File: src/rtl/pipe_skid_reg.sv
`default_nettype none
// +----------------------------------------------------------------------------+
// | pipe_skid_reg : elastic valid/ready pipeline register with one-entry skid   |
// | buffer; full throughput, in_ready driven straight from a flop.              |
// | Revision: 1.0                                                               |
// +----------------------------------------------------------------------------+
module pipe_skid_reg #(
  parameter int WIDTH = 32
) (
  input  logic             clk,
  input  logic             reset,
  input  logic             flush,
  input  logic             in_valid,
  output logic             in_ready,
  input  logic [WIDTH-1:0] in_data,
  output logic             out_valid,
  input  logic             out_ready,
  output logic [WIDTH-1:0] out_data,
  output logic [1:0]       occupancy
);

  // Encoding doubles as the entry count so occupancy comes straight off the flops.
  typedef enum logic [1:0] {
    EMPTY = 2'd0,
    BUSY  = 2'd1,
    FULL  = 2'd2
  } state_t;

  state_t           state;
  state_t           state_nx;
  logic [WIDTH-1:0] main_data;
  logic [WIDTH-1:0] main_nx;
  logic [WIDTH-1:0] skid_data;
  logic [WIDTH-1:0] skid_nx;
  logic             in_xfer;
  logic             out_xfer;

  assign in_xfer   = in_valid && in_ready;
  assign out_xfer  = out_valid && out_ready;
  assign out_data  = main_data;
  assign occupancy = state;

  always_comb begin
    state_nx = state;
    main_nx  = main_data;
    skid_nx  = skid_data;
    case (state)
      EMPTY: begin
        if (in_xfer) begin
          state_nx = BUSY;
          main_nx  = in_data;
        end
      end
      BUSY: begin
        if (in_xfer && out_xfer) begin
          main_nx = in_data;
        end else if (out_xfer) begin
          state_nx = EMPTY;
        end else if (in_xfer) begin
          state_nx = FULL;
          skid_nx  = in_data;
        end
      end
      FULL: begin
        if (out_xfer) begin
          state_nx = BUSY;
          main_nx  = skid_data;
          skid_nx  = '0;
        end
      end
      default: state_nx = EMPTY;
    endcase
    // Kill wins over any concurrent transfer; data registers keep stale contents.
    if (flush) begin
      state_nx = EMPTY;
      main_nx  = main_data;
      skid_nx  = skid_data;
    end
  end

  always_ff @(posedge clk or posedge reset) begin
    if (reset) begin
      state     <= EMPTY;
      main_data <= '0;
      skid_data <= '0;
      in_ready  <= 1'b1;
      out_valid <= 1'b0;
    end else begin
      state     <= state_nx;
      main_data <= main_nx;
      skid_data <= skid_nx;
      in_ready  <= (state_nx != FULL);
      out_valid <= (state_nx != EMPTY);
    end
  end

endmodule
`default_nettype wire

File: config.mk
export PLATFORM = sky130hd
export DESIGN_NAME = pipe_skid_reg
export DESIGN_NICKNAME = d
export VERILOG_FILES = /design/src/rtl/pipe_skid_reg.sv
export SDC_FILE = /design/constraint.sdc
export NUM_CORES = 1
export LEC_CHECK = 0
export CORE_MARGIN = 5
export CORE_UTILIZATION = 46
export CTS_CLUSTER_DIAMETER = 30
export DETAILED_ROUTE_END_ITERATION = 10
export PLACE_DENSITY = 0.79
export SLEW_MARGIN = 20
export SYNTH_ARGS = -nofsm -noshare
export SYNTH_HDL_FRONTEND = slang
export SYNTH_SLANG_ARGS = --single-unit
File: constraint.sdc
create_clock -name clk -period 2.1 [get_ports clk]
set_clock_uncertainty 0.05 [all_clocks]
set_input_delay 0.21 -clock clk [delete_from_list [all_inputs] [get_ports clk]]
set_output_delay 0.21 -clock clk [all_outputs]
set_load 0.01 [all_outputs]
* Word-level counts from Yosys, hierarchy flattened
Cells that the tools add are included.
** Word-level totals
- Output and inout port bits :: 36
- Bits of input ports :: 37
- Bits in registers :: 68
- Logic and storage cells :: 39
** Operators by class
- Bitwise operators :: 1
- Reduce and logical (&&, ||, !) cells :: 9
- Mux-type cells :: 15
- Eq/ne operators :: 9
** Operator list (count)
- 2-to-1 mux 32 bit :: 6
- case mux 32 bit (3 select lines) :: 1
- case mux 32 bit (2 select lines) :: 1
- != test 2 bit (second input constant) :: 7
- 2-to-1 mux 2 bit :: 6
- case mux 2 bit (3 select lines) :: 1
- AND reduction 6 bit :: 1
- AND reduction 5 bit :: 1
- nonzero test 2 bit :: 2
- logical AND 1 bit :: 3
- nonzero test 3 bit :: 1
- equality test 2 x 1 -> 1 bit (second input constant) :: 1
- equality test 2 bit (second input constant) :: 1
- zero test 2 bit :: 1
- inverter 1 bit :: 1

* Logic depth before layout (Yosys ltp)
Gate-level depths: netlist of the first run.
- Word-level depth :: 7
- Gate-level depth with buffers :: 6
- Depth with buffers taken out :: 3

* Least setup slack after synthesis of the first run
Ideal clock, no wire load.
- Kind :: register to register
- Start :: register state[0], in the netlist occupancy[0]
- End :: register main_data[0], in the netlist out_data[0]
- Path buffers :: 2
- Library setup time :: 0.125 ns
- Clock period less this slack :: 1.754 ns
- Arrival :: 1.580 ns
- Stages on the path, launching flop included :: 6
- Setup slack :: 0.346 ns
- Cell sequence :: dfrtp_1 nand2b_1 buf_6 o32ai_4 buf_6 mux2_2
** On the way
- Cells in the longest elaborated chain, start to end :: 3
- Elaborated cells on any way between the ends :: 9
** RTL lines
- start, declared :: line 29 : state_t state;
- start signal, assigned :: line 89 : state <= state_nx;
- equality test 2 x 1 -> 1 bit (tied with other cells) :: line 47 : case (state)
- != test 2 bit (no line) / nonzero test 3 bit (equally long branches)
- AND reduction 5 bit (no line)
- end signal, assigned :: line 90 : main_data <= main_nx;
- end, declared :: line 31 : logic [WIDTH-1:0] main_data;
Several ways; a longest one is shown, not always the timed one.
A chain may end at the register's enable or synchronous reset.

* Final worst setup path of the first run
- Start :: register state[0], in the netlist occupancy[0]
- End :: register main_data[23], in the netlist out_data[23]
The elaborated chain is that of the path after synthesis.

==> flow_summary.ini, run 1 <==
[detailed_routing]
wirelength_um = 6359
drtAntennaViolNets = 0
drtIter0Drc = 67
dr.pass1.iters = 4
vias = 2130
drc = 0
wl_per_cell_um = 14.45
via_per_inst = 4.841

[placed_design]
dp.cells = 424
dp_hpwl_um = 4316
place_congestion = 0.8207
port_buffers = 72

[yosys]
synth-edff-count = 0
async_flop_share_pct = 100.0
synth-seq-area-share_pct = 51.91
synthFlopType = dfrtp_1
synth.cell_area_mm2 = 0.003281
yosys_warnings = 0
syn_nets = 298
avgSynthCellArea_um2 = 12.57
synthCells = 261
synth.distinct_cells = 24
ys_seq_elements = 68

[die]
core_mm2 = 0.006869
fp.dieH_um = 94.45
initial_utilization_pct = 47.76
die_area_mm2 = 0.008921
fp-row-count = 30
die_w_um = 94.45
pin_count = 73

[sta]
fin_setup_tns_ps = 0
rsz0062_at_grt = no
setup_viol = 0
min_period_ps = 1905
max_freq_mhz = 524.9
slew_viol_final = 0
timing.final.crit_share_pct = 90.71
slew_headroom_pct = 75.82
hold_viol = 0
worst_pin_slew_ps = 362.8

[grt]
antenna_found_initial = 0
overflow = 0
track_usage_pct = 15.57
met2_usage_pct = 22.52
grt_pass1_wl_um = 10700
first_global_vias = 2189
grt_use_met1_pct = 21.51
met3_usage_pct = 5.020
grt_max_degree = 69
busiest_layer = met2

[setup_path]
worstSetupPathType = flop to flop
worst-path-buf-inv = 1
critPathMaxStageDelay_ps = 460
crit_family = multiplexers
critical_path.max_fanout = 24
arrival_ps = 2070
worstSetupStartpointType = flop
cp_cell_sequence = nand2b_2, buf_4, mux2_2, mux2_2
critPathCaptureType = flop
worstPathRequired_ps = 2270
slowest_stage = dfrtp_1
critPathMostFrequentCell = mux2_2

[hold_path]
min_path_type = input port to async pin

[clock_tree]
clkLatencyLatePin_ps = 340
clockBufferDepth = 2
cts-root-buf = clkbuf_8
clock_sinks = 68
htreeDepth = 3
postCtsResizedCells = 0
cts_made_buffers = 9
holdBufCountCts = 0
post_cts_buffers = 0
cts_tree = yes
cts.reportedPaths.clkPinSlew_ps = 80

[cells_and_area]
drive_above_1_share_pct = 27.33
fin_nets = 376
antennaDiodeCount = 0
area_delta_synth_final_pct = 32.23
finish.utilization_pct = 63.15
final_cell_count_no_fill = 440

[power_and_ir_drop]
power.leakage_nw = 1.905
ir_drop_mv = 0.4856
pwr_density_cell_mw_per_mm2 = 1024
p_total_mw = 4.442

[status]
outcome = finished, final reports clean

[run]
cap_viol_max_count = 0
==> worst paths after layout <==
path                                         start                       end  slack (ps)  cells after the start
hold reg to reg            out_data[0]$_DFFE_PP0P_   out_data[0]$_DFFE_PP0P_         460                      1
min in group clk                        in_data[3]  skid_data[3]$_DFFE_PP0P_         400                      3
hold / removal                               reset  out_data[16]$_DFFE_PP0P_         200                      3
setup / recovery            occupancy[0]$_DFF_PP0_  out_data[23]$_DFFE_PP0P_         200                      4
max in group asynchronous                    reset        in_ready$_DFF_PP1_        1460                      3
setup reg to reg            occupancy[0]$_DFF_PP0_  out_data[23]$_DFFE_PP0P_         200                      4
==> through the flow <==
step                area (um^2)  hold WS (ps)  setup WS, ps
global route               4338         236.6         102.7
finish                     4338         204.2         195.0
CTS                        4338         211.3         182.6
detailed placement         4136         445.3         126.9
global placement           4136         440.6         167.8
floorplan                  3281         223.1         130.1
==> metal layers <==
metal / part of all wire [%] / up-vias
li1: - / 1032
met1: 46 / 1044
met5: 0 / -
met4: 1.6 / 0
met3: 5.5 / 7
met2: 47 / 47
==> state kept, by name, summed over array words and instances, names as in the netlist <==
name	cells
out_data	32
in_ready	1
occupancy	2
skid_data	32
out_valid	1
==> power breakdown <==
group	internal (mW)	switching, mW	total, mW
registers	1.80	0.263	2.06
clock network	0.578	0.499	1.08
logic	0.792	0.514	1.31
==> cell families after synthesis <==
kind of cell           Yosys count  synth area share (%)
DFF                             68                 51.91
AOI/OAI and AO/OA               11                 3.852
and+or+nand+nor                 39                 5.149
buffers and inverters           47                 7.361
muxes                           96                 31.73
==> synth_stat cells, drive strengths merged, types with 2 or more instances <==
| master | n | area share [%] |
|---|---|---|
| mux2 | 64 | 22 |
| dfrtp | 67 | 51 |
| a221oi | 2 | 0.53 |
| mux2i | 32 | 9.8 |
| inv | 33 | 3.8 |
| a21oi | 2 | 0.31 |
| nand2 | 34 | 3.9 |
| o32ai | 2 | 1.7 |
| buf | 13 | 3.5 |
==> cell usage in the layout, fill, tap and decap left out, drive strengths merged, types with 2 or more instances in the layout <==
cell type	n
a21oi	2
clkinv	3
clkbuf	10
o32ai	2
inv	33
nand2	34
buf	9
mux2i	32
mux2	64
dfrtp	67
a221oi	2
clkinvlp	2
clkdlybuf4s50	72
==> worst register-to-register path, stage by stage, from the launching register on <==
cell	delay [ps]
dfrtp_1	460
nand2b_2	310
buf_4	330
mux2_2	370
mux2_2	260
==> final cells by class <==
type	instances	area, um^2
well taps	96	120.1
flip-flops and latches	68	1703
inverters	33	123.9
multi-input cells	146	1339
fillers	526	2531
repair buffers	81	850.8
clock inverters	6	63.81
clock buffers	10	137.6
Power figures use the tool's default switching activity.
==> inputs of run 2 (changes only) <==
- CELL_PAD_IN_SITES_DETAIL_PLACEMENT: unset -> 1
- CELL_PAD_IN_SITES_GLOBAL_PLACEMENT: unset -> 2
- CORE_ASPECT_RATIO: unset -> 1.4
- CORE_UTILIZATION: 46 -> 30
- PLACE_DENSITY: 0.79 -> 0.78
==> flow_summary.ini, run 2 (synthesis results as in run 1) <==
[grt]
first_global_vias = 2496
track_usage_pct = 11.75
grt_pass1_wl_um = 12400
antenna_found_initial = 0
grt_max_degree = 69
overflow = 0

[clock_tree]
post_cts_buffers = 0
htreeDepth = 3
clkLatencyLatePin_ps = 320
cts_tree = yes
clockBufferDepth = 2
cts-root-buf = clkbuf_16
clock_sinks = 68
holdBufCountCts = 0
postCtsResizedCells = 0
cts_made_buffers = 9
cts.reportedPaths.clkPinSlew_ps = 50

[die]
fp.dieH_um = 133.7
pin_count = 73
fp-row-count = 45
core_mm2 = 0.01081
initial_utilization_pct = 30.35
die_area_mm2 = 0.01316
die_w_um = 98.38

[power_and_ir_drop]
pwr_density_cell_mw_per_mm2 = 1065
power.leakage_nw = 1.962
ir_drop_mv = 0.4391

[placed_design]
dp_hpwl_um = 4917
place_congestion = 0.7171
dpl_cell_area_mm2 = 0.004220
port_buffers = 72

[cells_and_area]
postLayoutCellArea_mm2 = 0.004508
final_common_cell = clkdlybuf4s50_1
fin_nets = 378
fillers = 1156
antennaDiodeCount = 0
area_delta_synth_final_pct = 37.41
mostFrequentLayoutCells = clkdlybuf4s50_1, dfrtp_1, mux2_2, nand2_1
drive_above_1_share_pct = 27.54

[setup_path]
crit_start = occupancy[1]$_DFF_PP0_
worstSetupPathType = flop to flop
worstSetupStartpointType = flop
worstPathRequired_ps = 2260
slowest_stage = dfrtp_1
critPathMostFrequentCell = mux2_2
critPathCaptureType = flop
cp_cell_sequence = nand2b_2, buf_4, mux2_2, mux2_2
r2r-start = occupancy[1]$_DFF_PP0_
arrival_ps = 1970
critical_path.max_fanout = 26
critPathMaxStageDelay_ps = 460

[run]
cap_viol_max_count = 0

[sta]
slew_viol_final = 0
rsz0062_at_grt = no
max_freq_mhz = 552.4
min_period_ps = 1810
slew_headroom_pct = 74.97
timing.final.crit_share_pct = 86.20
hold_viol = 0
worst_pin_slew_ps = 375.5
setup_viol = 0
fin_setup_tns_ps = 0

[detailed_routing]
dr.pass1.iters = 4
via_per_inst = 4.560
wl_per_cell_um = 14.45
drtAntennaViolNets = 0
vias = 2216
wirelength_um = 7022
drc = 0
drtIter0Drc = 43

[status]
outcome = finished, final reports clean

[hold_path]
min_path_type = input port to async pin
==> run 2: area by class of cell <==
cell class | count | area, um^2 | area share, %
Clock buffer | 12 | 266.5 | 5.912
Clock inverter | 3 | 21.27 | 0.4718
Inverter | 33 | 123.9 | 2.748
Multi-Input combinational cell | 146 | 1339 | 29.70
Sequential cell | 68 | 1703 | 37.77
Tap cell | 141 | 176.4 | 3.913
Timing Repair Buffer | 83 | 878.3 | 19.48
==> run 2: path summary, 6_finish.rpt <==
path / endpoint / slack, ps / depth (start not counted)
min: out_data[5]$_DFFE_PP0P_ / 230 / 3
max reg2reg: out_data[20]$_DFFE_PP0P_ / 290 / 4
min in group clk: skid_data[5]$_DFFE_PP0P_ / 420 / 3
min reg2reg: out_data[11]$_DFFE_PP0P_ / 440 / 1
max in group asynchronous: in_ready$_DFF_PP1_ / 1440 / 3
max: out_data[20]$_DFFE_PP0P_ / 290 / 4
==> run 2: metal layers <==
metal / GRT usage, % / wire, um
met1: 13.89 / 2994
met4: 4.556 / 82
met5: 0 / 0
met3: 3.929 / 356
met2: 19.64 / 3588
==> run 2: critical path, delay by kind of cell (launching register included) <==
family        cells  cell delay (ps)
flops             1              460
buf+inv           1              330
mux               2              630
simple gates      1              210
==> run 2: per-stage QoR <==
stage                     instances  worst slack, ps  util [%]  total power [mW]  hold WS (ps)
final                           486            289.8     41.70             4.802         231.1
after global routing            486            209.4     41.70             5.156         267.6
after CTS                       486            278.0     41.70             4.913         242.9
after detailed placement        471            104.1     39.04             3.441         434.2
after global placement          471            131.8     39.04             3.368         423.3
after floorplan                 261            130.1         -             2.736         223.1
==> run 2: power breakdown <==
| part | internal (mW) | total (mW) | switching [mW] |
|---|---|---|---|
| clock | 0.888 | 1.42 | 0.529 |
| combinational | 0.801 | 1.33 | 0.524 |
| sequential | 1.80 | 2.06 | 0.260 |
==> inputs of run 3 (changes only) <==
- ABC_CLOCK_PERIOD_IN_PS: unset -> 1500
- RECOVER_POWER: unset -> 25
- clock period: 2.1 -> 1.5 ns (I/O delays scaled with it)
==> flow_summary.ini, run 3 (synthesis results as in run 1) <==
[die]
pin_count = 73
fp.dieH_um = 133.7
die_area_mm2 = 0.01316
die_w_um = 98.38
initial_utilization_pct = 30.35
core_mm2 = 0.01081
fp-row-count = 45

[cells_and_area]
multi_input_area_mm2 = 0.001524
drive_above_1_share_pct = 37.01
final_cell_count_no_fill = 522
final_common_cell = clkdlybuf4s50_1
mostFrequentLayoutCells = clkdlybuf4s50_1, dfrtp_1, mux2_4, inv_1, nand2_1
finish.utilization_pct = 48.07
postLayoutCellArea_mm2 = 0.005196
fin_nets = 414
antennaDiodeCount = 0
register_area_mm2 = 0.001705
area_delta_synth_final_pct = 58.39
fillers = 1132

[sta]
rsz0062_at_grt = yes
slew_headroom_pct = 32.69
timing.final.crit_share_pct = 115.5
max_freq_mhz = 577.3
hold_viol = 0
slew_viol_final = 0
layout_setup_ws_ps = -232.2
whs_ps = 244.5
min_period_ps = 1732
setup_viol = 65
worst_pin_slew_ps = 1010
fin_setup_tns_ps = -10880

[setup_path]
ff2ff_path_depth = 5
critPathMaxStageDelay_ps = 410
critPathCaptureType = flop
arrival_ps = 1890
worst-path-buf-inv = 2
crit_family = flip-flops
worstSetupStartpointType = flop
worstPathRequired_ps = 1660
slowest_stage = dfrtp_2
r2r_slack_ps = -230
cp.depth = 5
r2r-start = occupancy[0]$_DFF_PP0_
cp_cell_sequence = nand2b_4, o32ai_4, buf_6, clkbuf_16, mux2_4
critical_path.max_fanout = 8
worstSetupPathType = flop to flop
crit_start = occupancy[0]$_DFF_PP0_

[grt]
antenna_found_initial = 0
track_usage_pct = 14.37
grt_pass1_wl_um = 14780
grt_max_degree = 41
first_global_vias = 2738
overflow = 0

[power_and_ir_drop]
p_total_mw = 7.164
ir_drop_mv = 0.7066
pwr_density_cell_mw_per_mm2 = 1379
power.leakage_nw = 2.393

[clock_tree]
clock_sinks = 68
cts-root-buf = clkbuf_16
clkLatencyLatePin_ps = 330
cts_tree = yes
clockBufferDepth = 2
cts.reportedPaths.clkPinSlew_ps = 50
htreeDepth = 3
cts_made_buffers = 9

[placed_design]
port_buffers = 72
dp.cells = 482
dp_hpwl_um = 5391
place_congestion = 0.6957
dpl_cell_area_mm2 = 0.004325
place_ws_ps = -418.6

[detailed_routing]
vias = 2389
via_per_inst = 4.577
dr.pass1.iters = 4
wirelength_um = 9270
wl_per_cell_um = 17.76
drtAntennaViolNets = 0
drtIter0Drc = 29
drc = 0

[hold_path]
min_path_type = input port to async pin

[status]
outcome = finished, violations left
failed_checks = setup timing

[run]
cap_viol_max_count = 0
## run 3: layer usage
layer	global-route usage [%]	vias up	part of all wire, %
li1	-	1111	-
met1	15.70	1216	41
met2	26.30	50	54
met3	3.248	12	3.4
met4	6.150	0	1.9
met5	0	-	0
## run 3: report_power, final
group / switching (mW) / leakage (nW) / internal (mW)
Sequential: 0.404 / 0.782 / 2.52
Clock: 0.736 / 0.135 / 1.19
Combinational: 0.851 / 1.48 / 1.46
Total: 1.99 / 2.39 / 5.17
## run 3: cell type report
type	instances	area share, %
Inverter	33	2.456
Timing Repair Buffer	119	26.80
Clock buffer	13	5.008
Multi-Input combinational cell	146	29.33
Clock inverter	2	0.1926
Tap cell	141	3.395
Sequential cell	68	32.82
## run 3: worst min-delay path: stages
cell             delay (ps)
clkdlybuf4s50_1         450
clkinvlp_4               90
buf_4                   350
## run 3: what timing repair did
action,in CTS,in global routing
cloned,9,1
endpoints found under the setup margin,68,70
resized for setup,39,33
pin swaps,3,5
hold buffers,0,0
setup buffers,13,3
## run 3: worst paths after layout
check | to
setup / recovery | out_data[21]$_DFFE_PP0P_
hold / removal | out_valid$_DFF_PP0_
setup reg to reg | out_data[21]$_DFFE_PP0P_
hold reg to reg | out_data[16]$_DFFE_PP0P_
max in group asynchronous | skid_data[10]$_DFFE_PP0P_
min in group clk | skid_data[1]$_DFFE_PP0P_
